File: src/rtl/key_irq_ctrl.sv
// rtl/key_irq_ctrl.sv - debounced button interrupt source with a vectored level irq
// Define KEY_REPEAT_EN to build the per-key auto-repeat logic.
module key_irq_ctrl #(
   parameter int NUM_KEYS       = 3,
   parameter int DEBOUNCE_TICKS = 4,
   parameter int REPEAT_DELAY   = 32,
   parameter int REPEAT_RATE    = 8,
   parameter int VEC_BASE       = 2,
   parameter int VEC_STEP       = 2
) (
   input  logic                clock,
   input  logic                rst,
   input  logic                tick_en,
   input  logic [NUM_KEYS-1:0] btn_n,
   input  logic                irq_mask,
   input  logic                irq_ack,
   output logic                irq,
   output logic [7:0]          vector,
   output logic [NUM_KEYS-1:0] pressed,
   output logic [NUM_KEYS-1:0] pending
);
   localparam int DW = (DEBOUNCE_TICKS > 1) ? $clog2(DEBOUNCE_TICKS) : 1;
   localparam int KW = (NUM_KEYS > 1) ? $clog2(NUM_KEYS) : 1;

   if (NUM_KEYS < 1 || DEBOUNCE_TICKS < 1 || REPEAT_DELAY < 1 || REPEAT_RATE < 1) begin : g_bad_param
      $error("key_irq_ctrl: NUM_KEYS, DEBOUNCE_TICKS, REPEAT_DELAY, REPEAT_RATE must be >= 1");
   end

   typedef enum logic {A_IDLE, A_REQ} arb_t;

   arb_t                arb_q;
   logic [NUM_KEYS-1:0] sync1_q, sync2_q, pressed_q, pending_q, pending_d;
   logic [DW-1:0]       dcnt_q [NUM_KEYS];
   logic [KW-1:0]       key_q, sel;
   logic [7:0]          vector_q;
   logic                irq_q;
   logic [NUM_KEYS-1:0] toggle, press_ev, rep_ev, clr;

   always_comb begin
      toggle   = '0;
      press_ev = '0;
      for (int i = 0; i < NUM_KEYS; i++) begin
         toggle[i]   = tick_en && (sync2_q[i] != pressed_q[i]) &&
                       (dcnt_q[i] == DW'(DEBOUNCE_TICKS - 1));
         press_ev[i] = toggle[i] && !pressed_q[i];
      end
   end

   // sync2_q is already inverted, so it is the active-high key level
   always_ff @(posedge clock or negedge rst) begin
      if (!rst) begin
         sync1_q   <= '0;
         sync2_q   <= '0;
         pressed_q <= '0;
         for (int i = 0; i < NUM_KEYS; i++) dcnt_q[i] <= '0;
      end else begin
         sync1_q <= ~btn_n;
         sync2_q <= sync1_q;
         for (int i = 0; i < NUM_KEYS; i++) begin
            if (sync2_q[i] == pressed_q[i]) begin
               dcnt_q[i] <= '0;
            end else if (tick_en) begin
               if (toggle[i]) begin
                  dcnt_q[i]    <= '0;
                  pressed_q[i] <= ~pressed_q[i];
               end else begin
                  dcnt_q[i] <= dcnt_q[i] + DW'(1);
               end
            end
         end
      end
   end

`ifdef KEY_REPEAT_EN
   localparam int RMAX = (REPEAT_DELAY > REPEAT_RATE) ? REPEAT_DELAY : REPEAT_RATE;
   localparam int RW   = $clog2(RMAX + 1);

   typedef enum logic [1:0] {R_IDLE, R_DELAY, R_REPEAT} rep_t;

   rep_t          rep_q  [NUM_KEYS];
   logic [RW-1:0] rcnt_q [NUM_KEYS];

   always_comb begin
      rep_ev = '0;
      for (int i = 0; i < NUM_KEYS; i++)
         rep_ev[i] = tick_en && pressed_q[i] && (rep_q[i] != R_IDLE) && (rcnt_q[i] == '0);
   end

   always_ff @(posedge clock or negedge rst) begin
      if (!rst) begin
         for (int i = 0; i < NUM_KEYS; i++) begin
            rep_q[i]  <= R_IDLE;
            rcnt_q[i] <= '0;
         end
      end else begin
         for (int i = 0; i < NUM_KEYS; i++) begin
            if (press_ev[i]) begin
               rep_q[i]  <= R_DELAY;
               rcnt_q[i] <= RW'(REPEAT_DELAY - 1);
            end else if (!pressed_q[i]) begin
               rep_q[i] <= R_IDLE;
            end else if (tick_en && rep_q[i] != R_IDLE) begin
               if (rcnt_q[i] == '0) begin
                  rep_q[i]  <= R_REPEAT;
                  rcnt_q[i] <= RW'(REPEAT_RATE - 1);
               end else begin
                  rcnt_q[i] <= rcnt_q[i] - RW'(1);
               end
            end
         end
      end
   end
`else
   assign rep_ev = '0;
`endif

   // A new event in the same clock as the ack re-sets the bit: set wins
   always_comb begin
      sel = '0;
      for (int i = NUM_KEYS - 1; i >= 0; i--)
         if (pending_q[i]) sel = KW'(i);
      clr = '0;
      if (arb_q == A_REQ && irq_ack) clr = NUM_KEYS'(1) << key_q;
      pending_d = (pending_q & ~clr) | press_ev | rep_ev;
   end

   always_ff @(posedge clock or negedge rst) begin
      if (!rst) begin
         arb_q     <= A_IDLE;
         irq_q     <= 1'b0;
         vector_q  <= 8'(VEC_BASE);
         key_q     <= '0;
         pending_q <= '0;
      end else begin
         pending_q <= pending_d;
         case (arb_q)
            A_IDLE: if (pending_q != '0 && !irq_mask) begin
               key_q    <= sel;
               vector_q <= 8'(VEC_BASE + VEC_STEP * int'(sel));
               irq_q    <= 1'b1;
               arb_q    <= A_REQ;
            end
            A_REQ: if (irq_ack) begin
               irq_q <= 1'b0;
               arb_q <= A_IDLE;
            end
            default: arb_q <= A_IDLE;
         endcase
      end
   end

   assign irq     = irq_q;
   assign vector  = vector_q;
   assign pressed = pressed_q;
   assign pending = pending_q;
endmodule

File: config.mk
export PLATFORM = sky130hd
export DESIGN_NAME = key_irq_ctrl
export DESIGN_NICKNAME = d
export VERILOG_FILES = /design/src/rtl/key_irq_ctrl.sv
export SDC_FILE = /design/constraint.sdc
export NUM_CORES = 1
export LEC_CHECK = 0
export ABC_AREA = 1
export CAP_MARGIN = 20
export CORE_MARGIN = 3
export CORE_UTILIZATION = 52
export CTS_BUF_LIST = sky130_fd_sc_hd__clkbuf_8
export CTS_CLUSTER_SIZE = 8
export DETAILED_ROUTE_END_ITERATION = 12
export PLACE_DENSITY_LB_ADDON = 0.1
export SKIP_CTS_REPAIR_TIMING = 1
export SYNTH_ARGS = -nofsm -noshare
export SYNTH_HDL_FRONTEND = slang
export SYNTH_SLANG_ARGS = --single-unit
File: constraint.sdc
create_clock -name clock -period 1.8 [get_ports clock]
set_input_delay 0.36 -clock clock [delete_from_list [all_inputs] [get_ports clock]]
set_output_delay 0.36 -clock clock [all_outputs]
set_load 0.02 [all_outputs]
Word-level counts from Yosys, hierarchy flattened
Index checks and enable logic that the tools add are counted.

Flip-flop bits (word level): 30. Latch bits: 0. Memory bits (writable): 0. Bits in read-only memories: 0. Input bits: 8. Logic and storage cells: 83. Memories kept: 0.

Add/sub/neg operators: 4. Multipliers: 0. Div/mod/pow operators: 0. $lt $le $gt $ge: 0. Equal/unequal tests: 11. Shift-type cells: 1. Muxes and demuxes: 19. Bitwise logic cells: 11. Reduce and logical (&&, ||, !) cells: 24.

Operators with widths (number): $mux W2 (12); $logic_and A1 B1 Y1 (11); $reduce_and A3 Y1 (3); $not A1 Y1 (7); $add A2 B1 Y2 const B (3); $eq A2 B2 Y1 const B (3); $not A3 Y3 (2); $reduce_bool A2 Y1 (3); $add A2 B3 Y4 const A (1); $logic_not A1 Y1 (4); $mux W1 (4); $ne A2 B2 Y1 const B (2); $pmux W1 S2 (2); $reduce_and A2 Y1 (2); $and A3 B3 Y3 (1); $eq A1 B1 Y1 (3); $mux W3 (1); $ne A1 B1 Y1 (3); $or A3 B3 Y3 (1); $reduce_bool A3 Y1 (1); $shl A1 B2 Y3 const A (1).

Depth between registers and ports, before layout
Gate-level depths: netlist of run 1.

Depth after elaboration: 6. Gate-level depth with buffers: 6. Gate-level depth less buffers: 6.

Worst setup path before layout of run 1
OpenSTA, ideal clock, no wires.

Path kind: reg2reg. From: reg pending_q[0], in the netlist pending[0]. To: reg vector_q[2], in the netlist vector[2]. Data arrival time: 1.084 ns. Data required time: 1.683 ns. Setup slack: 0.599 ns. Cell stages (with the launch flop): 7. Buffers on the path: 0. Path through: dfrtp_1 > inv_2 > nand2_1 > inv_1 > ha_1 > nand3_1 > nand2_1.

Elaborated cells on any way between the ends: 5.

RTL lines: from (decl) (RTL line 32) `logic [NUM_KEYS-1:0] sync1_q, sync2_q, pressed_q, pending_q, pending_d;`; from (signal assigned) (RTL line 135) `pending_q <= pending_d;`; $mux W2 (RTL line 121) `if (pending_q[i]) sel = KW'(i);`; via sel[0] (RTL line 34) `logic [KW-1:0] key_q, sel;`; $add A2 B3 Y4 (RTL line 139) `vector_q <= 8'(VEC_BASE + VEC_STEP * int'(sel));`; to (signal assigned) (RTL line 131) `vector_q <= 8'(VEC_BASE);`; to (signal assigned) (RTL line 139); to (decl) (RTL line 35) `logic [7:0] vector_q;`.

The timed path passes the listed nets, and every way through them passes these cells. A chain may end at the register's enable or synchronous reset.

Final worst setup path of run 1
From: reg vector_q[1], in the netlist vector[1]. To: out vector[1].

RTL lines: to (decl) (RTL line 18) `output logic [7:0] vector,`.

No word-level cell between the ends.

==> metrics.md, run 1 <==
| Metric | Value |
|---|---|
| Post-synthesis async set-or-reset flop share | `100%` |
| Detailed Place HPWL | `roughly 1500 µm` |
| Port bufs | `17` |
| PD cells | `around 1400 nW/µm²` |
| CP Buf/Inv Count | `1` |
| #FFs+latches synth | `25` |
| Total negative slack | `0 ns` |
| Synth Area in XOR/XNOR | `0%` |
| Critical path peak fanout | `2` |
| Tot Pwr | `just under 2 mW` |
| # nets final | `155` |
| Detailed Route WL | `approximately 2000 µm` |
| Clock tree from TritonCTS | `done` |
| Vias | `roughly 890` |
| CP Capture Type | `output pin` |
| # diodes | `0` |
| Top FF cell, synth | `dfrtp_1` |
| CP delay by family, top | `buffers and inverters` |
| FF-to-FF path depth | `5` |
| CP max-delay cell | `clkdlybuf4s50_1` |
| Yosys warnings | `0` |
| Vias in the first global route | `approximately 850` |
| Cell depth of the worst setup path | `1` |
| Initial Utilization | `a little under three fifths` |
| Vias per cell | `5.24` |
| Proportion of layout cells with a drive suffix above 1 | `approximately 8.5%` |
| Placed Instance Area | `1330 µm²` |
| RSZ-0062 raised after global routing | `false` |
| Number of distinct library cells after synthesis | `21` |
| Maximum vdd drop | `around 1.2 mV` |
| Final GP Congestion | `slightly above 0.8` |
| Core ar. | `~2000 µm²` |
| Final worst path period need | `1.75 ns` |
| Setup Viol. Count Final | `0` |
| Post-route cell area | `about 1400 µm²` |
| Die area | `between 2000 and 3000 µm²` |
| Critical path cell sequence | `clkdlybuf4s50_1` |
| H-tree Lvls | `1` |
| Synth area leaders | `dfrtp_1, nand2_1, nand4_1` |
| Hold Crit Class | `register to register` |
| Synth Area in Adders | `4.36%` |
| Hold_sp | `sync1_q[0]` |
| First-iteration detailed-routing DRC count | `6` |
| DRT Pass-1 Iters | `4` |
| Simple-Gate Fraction of Synth Area | `a little over a quarter` |
| Max-Cap Viols | `0` |
| Final Max Tran Viols | `0` |
| Root buffer cell | `clkbuf_8` |
| Final antenna-violating net count | `0` |
| WP data arrival | `1.39 ns` |
| Die height | `53 µm` |
| DIE WIDTH | `around 53 µm` |
| Final Hold Fails | `0` |
| Area Overhead vs Synth | `19.4%` |
| Worst Setup SP | `vector[1]` |
| GRT Total Usage | `17.1%` |
| Site Rows | `16` |
| Crit Reg-Reg Startpoint | `pending[2]` |
| Clk sinks | `25` |
| Clock Skew | `~0.0033 ns` |
| Fin crit share | `a little over nine tenths` |
| Longest Clk Path Bufs | `2` |
| Mapped cell area | `1150 µm²` |
| DRC | `0` |
| Fmax | `571 MHz` |
| Worst path max stage delay | `approximately 0.6 ns` |
| Avg WL per Cell | `roughly 12 µm` |
| First-pass GRT wire length | `between 3000 and 4000 µm` |
| Post-synthesis mux area share | `0%` |
| Worst hold path depth | `0` |
| Compound-Gate Fraction of Synth Area | `approximately 4.0%` |
| EDFF count, synth | `0` |
| Initial antenna violation count | `0` |
| Grt ovf | `0` |
| I/O pins | `23` |
| Synth Instances | `about 120` |
| Status | `finished clean` |
| Top-area cell type share of the netlist area | `52.3%` |
| Area leader, netlist | `dfrtp_1` |
| Largest net degree at the start of global routing | `26` |
| Largest family of logic cells by synthesized area | `simple AND/OR/NAND/NOR gates` |
| Syn_area_per_cell | `between 9 and 10 µm²` |
| Startpoint types | `register` |
| Clock slew at the register clock pins of the worst setup and hold paths | `approximately 0.080 ns` |
| Crit path required time | `between 1 and 1.5 ns` |
| Total CTS buffers | `3` |
| CP Class | `register to output pin` |
| Seq/Total Area, Yosys | `between 50% and 60%` |
| Leakage | `around 0.74 nW` |
| Worst-skew pair later-pin latency | `~0.26 ns` |
## logic make-up (layout without fill, tap and decap cells)
group / after synthesis / after routing
other: 1 / 5
and+or+nand+nor: 62 / 62
AOI/OAI and AO/OA: 7 / 7
buffers and inverters: 23 / 39
DFF: 25 / 25
adders and majority gates: 4 / 4
## cells in the final DEF, fill, tap and decap left out
master,count
conb_1,5
buf_4,1
inv_1,17
nand4_1,16
o21ai_1,3
dfrtp_1,24
clkbuf_8,3
nor2_1,3
dfstp_2,1
nand3_1,3
inv_2,1
nor3_1,1
nand2_2,1
nand2_4,1
nand3_4,1
clkdlybuf4s50_1,17
ha_1,4
a31o_1,1
nand2_1,35
o21ai_0,1
nor2_4,1
a31o_2,2
## metal layers
metal  share of wire (%)  vias up  global-route usage [%]
li1                    -      430                       -
met1                  44      418                    20.6
met2                  48       33                    28.7
met3                 6.2        4                    3.38
met4                 1.2        0                    8.51
met5                   0        -                       0
## per-stage QoR
| step | worst slack, ns | hold WS [ns] | util, % | cells |
|---|---|---|---|---|
| final | 0.0493 | 0.354 | 67.8 | 169 |
| after CTS | 0.0420 | 0.354 | 67.8 | 169 |
| after global routing | 0.0216 | 0.360 | 67.8 | 169 |
| after detailed placement | 0.192 | 0.338 | 65.6 | 165 |
| after global placement | 0.215 | 0.332 | 65.6 | 165 |
| after floorplan | 0.599 | 0.0644 | - | 126 |
## registers in the layout (all words and copies together) (netlist names)
| register | cells |
|---|---|
| irq | 1 |
| pressed | 3 |
| key_q | 2 |
| sync1_q | 3 |
| dcnt_q | 6 |
| vector | 3 |
| sync2_q | 3 |
| pending | 3 |
| arb_q | 1 |
## final timing paths
kind / endpoint / slack, ns
worst max-delay path: vector[1] / 0.05
worst min-delay path: sync2_q[0] / 0.35
worst max register to register: vector[2] / 0.64
worst min register to register: sync2_q[0] / 0.35
max in group asynchronous: vector[1] / 1.07
min in group asynchronous: vector[3] / 0.45
## report_power, final
group / switching, mW / leakage, nW / internal, mW
Sequential: 0.131 / 0.312 / 0.740
Clock: 0.166 / 0.0269 / 0.152
Combinational: 0.443 / 0.401 / 0.331
Total: 0.741 / 0.740 / 1.22
## area by class of cell
type / instances / area [µm²]
Clock buffer: 3 / 41.3
Clock inverter: 1 / 3.75
Fill cell: 162 / 651
Inverter: 17 / 63.8
Multi-Input combinational cell: 78 / 424
Sequential cell: 25 / 627
Tap cell: 27 / 33.8
Timing Repair Buffer: 18 / 178
## Yosys cell counts, types with 2 or more instances
master	n
ha_1	4
buf_4	5
nand2_1	35
o21ai_1	3
nor2_1	3
a31o_2	2
inv_1	16
dfrtp_1	24
nand3_1	3
nand4_1	16
(Power assumes the default switching activity.)
==> inputs of run 2 (changes only) <==
- PLACE_DENSITY: unset -> 0.93
- PLACE_DENSITY_LB_ADDON: 0.1 -> unset
- SKIP_CTS_REPAIR_TIMING: 1 -> unset
==> run 2 against run 1 <==
First-iteration DRC count grew to 4.8 times the previous value; clock power is 3% lower; total power is 0.28% lower; highest routed layer unchanged.
==> metrics.md, run 2 (synthesized netlist as in run 1, its figures left out) <==
| Metric | Value |
|---|---|
| Status | `finished clean` |
| Vias per cell | `roughly 5.2` |
| Proportion of layout cells with a drive suffix above 1 | `8.45%` |
| Fmax | `around 570 MHz` |
| Final antenna-violating net count | `0` |
| Final GP Congestion | `about 0.73` |
| Critical path peak fanout | `2` |
| Total CTS buffers | `3` |
| Detailed Place HPWL | `1610 µm` |
| DIE WIDTH | `roughly 53 µm` |
| Longest Clk Path Bufs | `2` |
| Clock tree from TritonCTS | `done` |
| CP Capture Type | `output pin` |
| Critical path cell sequence | `clkdlybuf4s50_1` |
| # nets final | `155` |
| Resized cells post-CTS | `0` |
| CP delay by family, top | `buffers and inverters` |
| DRC | `0` |
| WP data arrival | `between 1 and 1.5 ns` |
| Vias | `a little under 900` |
| Die area | `between 2000 and 3000 µm²` |
| GRT Total Usage | `between 15 and 20%` |
| Total negative slack | `0 ns` |
| First-iteration detailed-routing DRC count | `29` |
| RSZ-0062 raised after global routing | `false` |
| Site Rows | `16` |
| Fillcell total | `160` |
| Most common cell after layout, fill and taps aside | `nand2_1` |
| Placed cell count | `roughly 170` |
| H-tree Lvls | `1` |
| CP Buf/Inv Count | `1` |
| Flop2flop setup slack | `approximately 0.62 ns` |
| Detailed Route WL | `between 2000 and 2500 µm` |
| Setup Viol. Count Final | `0` |
| Maximum vdd drop | `around 0.76 mV` |
| Worst-skew pair later-pin latency | `between 0.2 and 0.3 ns` |
| First-pass GRT wire length | `between 3000 and 4000 µm` |
| Crit path required time | `roughly 1.4 ns` |
| Root buffer cell | `clkbuf_8` |
| Final Hold Fails | `0` |
| CP Class | `register to output pin` |
| Die height | `53 µm` |
| Hold bufs inserted after CTS | `0` |
| Max reg flops | `6` |
| Area Overhead vs Synth | `19.4%` |
| Initial antenna violation count | `0` |
| Final Instance Count excl. Fillers | `approximately 170` |
| CP max-delay cell | `clkdlybuf4s50_1` |
| Final worst path period need | `about 1.7 ns` |
| Largest net degree at the start of global routing | `26` |
| PD cells | `between 1000 and 1500 nW/µm²` |
| Clock slew at the register clock pins of the worst setup and hold paths | `approximately 0.080 ns` |
| Worst path max stage delay | `~0.59 ns` |
| Most frequent cells in the layout | `nand2_1, dfrtp_1, inv_1, clkdlybuf4s50_1, nand4_1` |
| Grt ovf | `0` |
| Vias in the first global route | `roughly 900` |
| Core ar. | `2020 µm²` |
| I/O pins | `23` |
| # diodes | `0` |
| Avg WL per Cell | `12.4 µm` |
| Leakage | `0.740 nW` |
| Hold Crit Class | `register to register` |
| Max-Cap Viols | `0` |
| Startpoint types | `register` |
| Largest Register | `dcnt_q` |
| DRT Pass-1 Iters | `4` |
| Final Max Tran Viols | `0` |
| Clock Skew | `about 0.0046 ns` |
| Setup Buffers After CTS | `0` |
| Initial Utilization | `a little under three fifths` |
| Port bufs | `17` |
| Fin crit share | `between 90% and 100%` |
| Clk sinks | `25` |
[run 2: worst paths after layout]
check / cells past startpoint / start / end
setup / recovery: 1 / vector[1] / vector[1]
hold / removal: 0 / sync1_q[0] / sync2_q[0]
setup reg to reg: 6 / pending[0] / vector[2]
hold reg to reg: 0 / sync1_q[0] / sync2_q[0]
max in group asynchronous: 2 / rst / vector[1]
min in group asynchronous: 2 / rst / dcnt_q[5]
[run 2: per-layer routing]
metal  track usage [%]  vias up  share of wire, %
li1                  -      432                 -
met1              20.0      415                41
met2              32.0       32                53
met3              1.69        2               5.1
met4              4.26        0              0.38
met5                 0        -                 0
[run 2: cell type report]
| cell class | instances | area [µm²] | share of cell area [%] |
|---|---|---|---|
| inverters | 17 | 63.8 | 4.65 |
| well taps | 27 | 33.8 | 2.46 |
| repair buffers | 18 | 178 | 13.0 |
| multi-input cells | 78 | 424 | 30.9 |
| clock inverters | 1 | 3.75 | 0.274 |
| clock buffers | 3 | 41.3 | 3.01 |
| flip-flops and latches | 25 | 627 | 45.7 |
[run 2: power by group]
group          internal (mW)  switching, mW
registers              0.741          0.135
clock network          0.152          0.157
logic                  0.329          0.445
total                   1.22          0.737
[run 2: through the flow]
| step | power, mW | cell area (µm²) | util, % | worst slack (ns) | hold WS [ns] |
|---|---|---|---|---|---|
| floorplan | 1.38 | 1160 | - | 0.599 | 0.0644 |
| global placement | 1.61 | 1330 | 65.6 | 0.228 | 0.333 |
| detailed placement | 1.67 | 1330 | 65.6 | 0.158 | 0.339 |
| CTS | 1.98 | 1370 | 67.8 | 0.0473 | 0.358 |
| global route | 2.11 | 1370 | 67.8 | 0.0171 | 0.365 |
| finish | 1.96 | 1370 | 67.8 | 0.0535 | 0.356 |
==> inputs of run 3 (changes only) <==
- CORE_ASPECT_RATIO: unset -> 2
- CORE_UTILIZATION: 52 -> 40
- PLACE_DENSITY: 0.93 -> 0.77
==> run 3 against run 2 <==
Clock skew decreased by 0.0012 ns; count of clock-buffer cells in the layout unchanged; hold slack barely moved; critical path type unchanged; largest cell class unchanged; largest power group unchanged.
==> metrics.md, run 3 (synthesized netlist as in run 1, its figures left out) <==
| Metric | Value |
|---|---|
| Hold Crit Class | `register to register` |
| RSZ-0062 raised after global routing | `false` |
| Setup Buffers After CTS | `0` |
| Port bufs | `17` |
| Crit path required time | `about 1.4 ns` |
| Site Rows | `26` |
| Hold bufs inserted after CTS | `0` |
| Die height | `between 80 and 90 µm` |
| # diodes | `0` |
| Vias per cell | `a little over 5` |
| Final GP Congestion | `0.792` |
| Area Overhead vs Synth | `20.4%` |
| Worst hold path depth | `0` |
| Max reg flops | `6` |
| Most frequent cells in the layout | `nand2_1, dfrtp_1, inv_1` |
| Max-Cap Viols | `0` |
| Core ar. | `around 2600 µm²` |
| Most common cell after layout, fill and taps aside | `nand2_1` |
| Final worst path period need | `roughly 1.7 ns` |
| First-pass GRT wire length | `~3800 µm` |
| Clk sinks | `25` |
| Worst-skew pair later-pin latency | `approximately 0.26 ns` |
| Fin crit share | `a little over 90%` |
| Final WS setup | `about 0.13 ns` |
| Clock slew at the register clock pins of the worst setup and hold paths | `about 0.08 ns` |
| Final Hold Fails | `0` |
| Hold_sp | `sync1_q[2]` |
| Total CTS buffers | `3` |
| Grt ovf | `0` |
| FF-to-FF path depth | `6` |
| Final Max Tran Viols | `0` |
| Flop2flop setup slack | `between 0.6 and 0.7 ns` |
| CP max-delay cell | `clkdlybuf4s50_1` |
| # nets final | `approximately 160` |
| Largest net degree at the start of global routing | `26` |
| Critical path cell sequence | `clkdlybuf4s50_1` |
| Vias in the first global route | `around 920` |
| Worst path max stage delay | `0.63 ns` |
| Fmax | `about 600 MHz` |
| R2R Path End | `vector[2]` |
| DIE WIDTH | `about 44 µm` |
| Initial antenna violation count | `0` |
| WP data arrival | `roughly 1.3 ns` |
| Largest Register | `dcnt_q` |
| Status | `finished clean` |
| First-iteration detailed-routing DRC count | `29` |
| CP Buf/Inv Count | `1` |
| DRT Pass-1 Iters | `4` |
| Detailed Place HPWL | `about 1600 µm` |
| PD cells | `approximately 1400 nW/µm²` |
| Final antenna-violating net count | `0` |
| Clock tree from TritonCTS | `done` |
| Maximum vdd drop | `roughly 0.66 mV` |
| Proportion of layout cells with a drive suffix above 1 | `a little under a tenth` |
| DRC | `0` |
| CP delay by family, top | `buffers and inverters` |
| H-tree Lvls | `1` |
| Clock Skew | `~0.0034 ns` |
| Vias | `between 800 and 900` |
| CP Class | `register to output pin` |
| Critical path peak fanout | `4` |
| Root buffer cell | `clkbuf_8` |
| Leakage | `0.756 nW` |
| I/O pins | `23` |
| Initial Utilization | `a little over two fifths` |
| Setup WS pre-CTS | `about 0.33 ns` |
| GRT Total Usage | `about 14%` |
| Setup Viol. Count Final | `0` |
| Total negative slack | `0 ns` |
| Die area | `around 3600 µm²` |
| Avg WL per Cell | `~12 µm` |
| Detailed Route WL | `between 2000 and 2500 µm` |
| Longest Clk Path Bufs | `2` |
| Crit Reg-Reg Startpoint | `pending[0]` |
| Hold Path End | `sync2_q[2]` |
| CP Capture Type | `output pin` |
| Startpoint types | `register` |
-- run 3: changes by cell type in the layout (fill, tap and decap cells not counted) --
| cell | delta |
|---|---|
| buf_4 | +1 |
| clkdlybuf4s50_1 | -1 |
| dlymetal6s2s_1 | +1 |
-- run 3: what timing repair did --
action,4_1_cts,5_1_grt
endpoints found under the setup margin,0,1
gates resized for setup,0,1
endpoints found under the hold margin,0,0
-- run 3: area by class of cell --
cell class / count / area [µm²]
repair buffers: 19 / 188
clock buffers: 3 / 41.3
well taps: 28 / 35.0
flip-flops and latches: 25 / 627
clock inverters: 1 / 3.75
inverters: 17 / 63.8
fillers: 241 / 1250
multi-input cells: 78 / 424
-- run 3: worst max path at each step --
stage          slack [ns]         end  startpoint  depth (start not counted)
2_1_floorplan        0.60   vector[2]  pending[0]                          6
3_3_place_gp         0.35   vector[1]   vector[1]                          1
3_5_place_dp         0.33   vector[1]   vector[1]                          1
4_1_cts              0.02   vector[1]   vector[1]                          1
5_1_grt              0.06  pending[0]  pending[0]                          1
6_report             0.13  pending[0]  pending[0]                          1
-- run 3: power breakdown --
| part | switching [mW] | internal (mW) | total (mW) |
|---|---|---|---|
| clock network | 0.160 | 0.152 | 0.312 |
| registers | 0.135 | 0.741 | 0.876 |
| logic | 0.442 | 0.327 | 0.770 |
| total | 0.737 | 1.22 | 1.96 |
-- run 3: metal layers --
| layer | track usage, % | wire, µm | share of wire, % |
|---|---|---|---|
| met5 | 0 | 0 | 0 |
| met4 | 11.5 | 81 | 3.8 |
| met3 | 2.41 | 94 | 4.4 |
| met2 | 24.7 | 1130 | 53 |
| met1 | 13.7 | 813 | 38 |
-- run 3: stage by stage --
stage               hold WS, ns  util, %  instance area (µm²)  instances  power (mW)
floorplan                0.0644        -                 1160        126        1.38
global placement          0.336     50.7                 1340        167        1.61
detailed placement        0.340     50.7                 1340        167        1.66
CTS                       0.359     52.4                 1380        171        1.98
global route              0.360     52.5                 1380        171        2.13
finish                    0.356     52.5                 1380        171        1.96
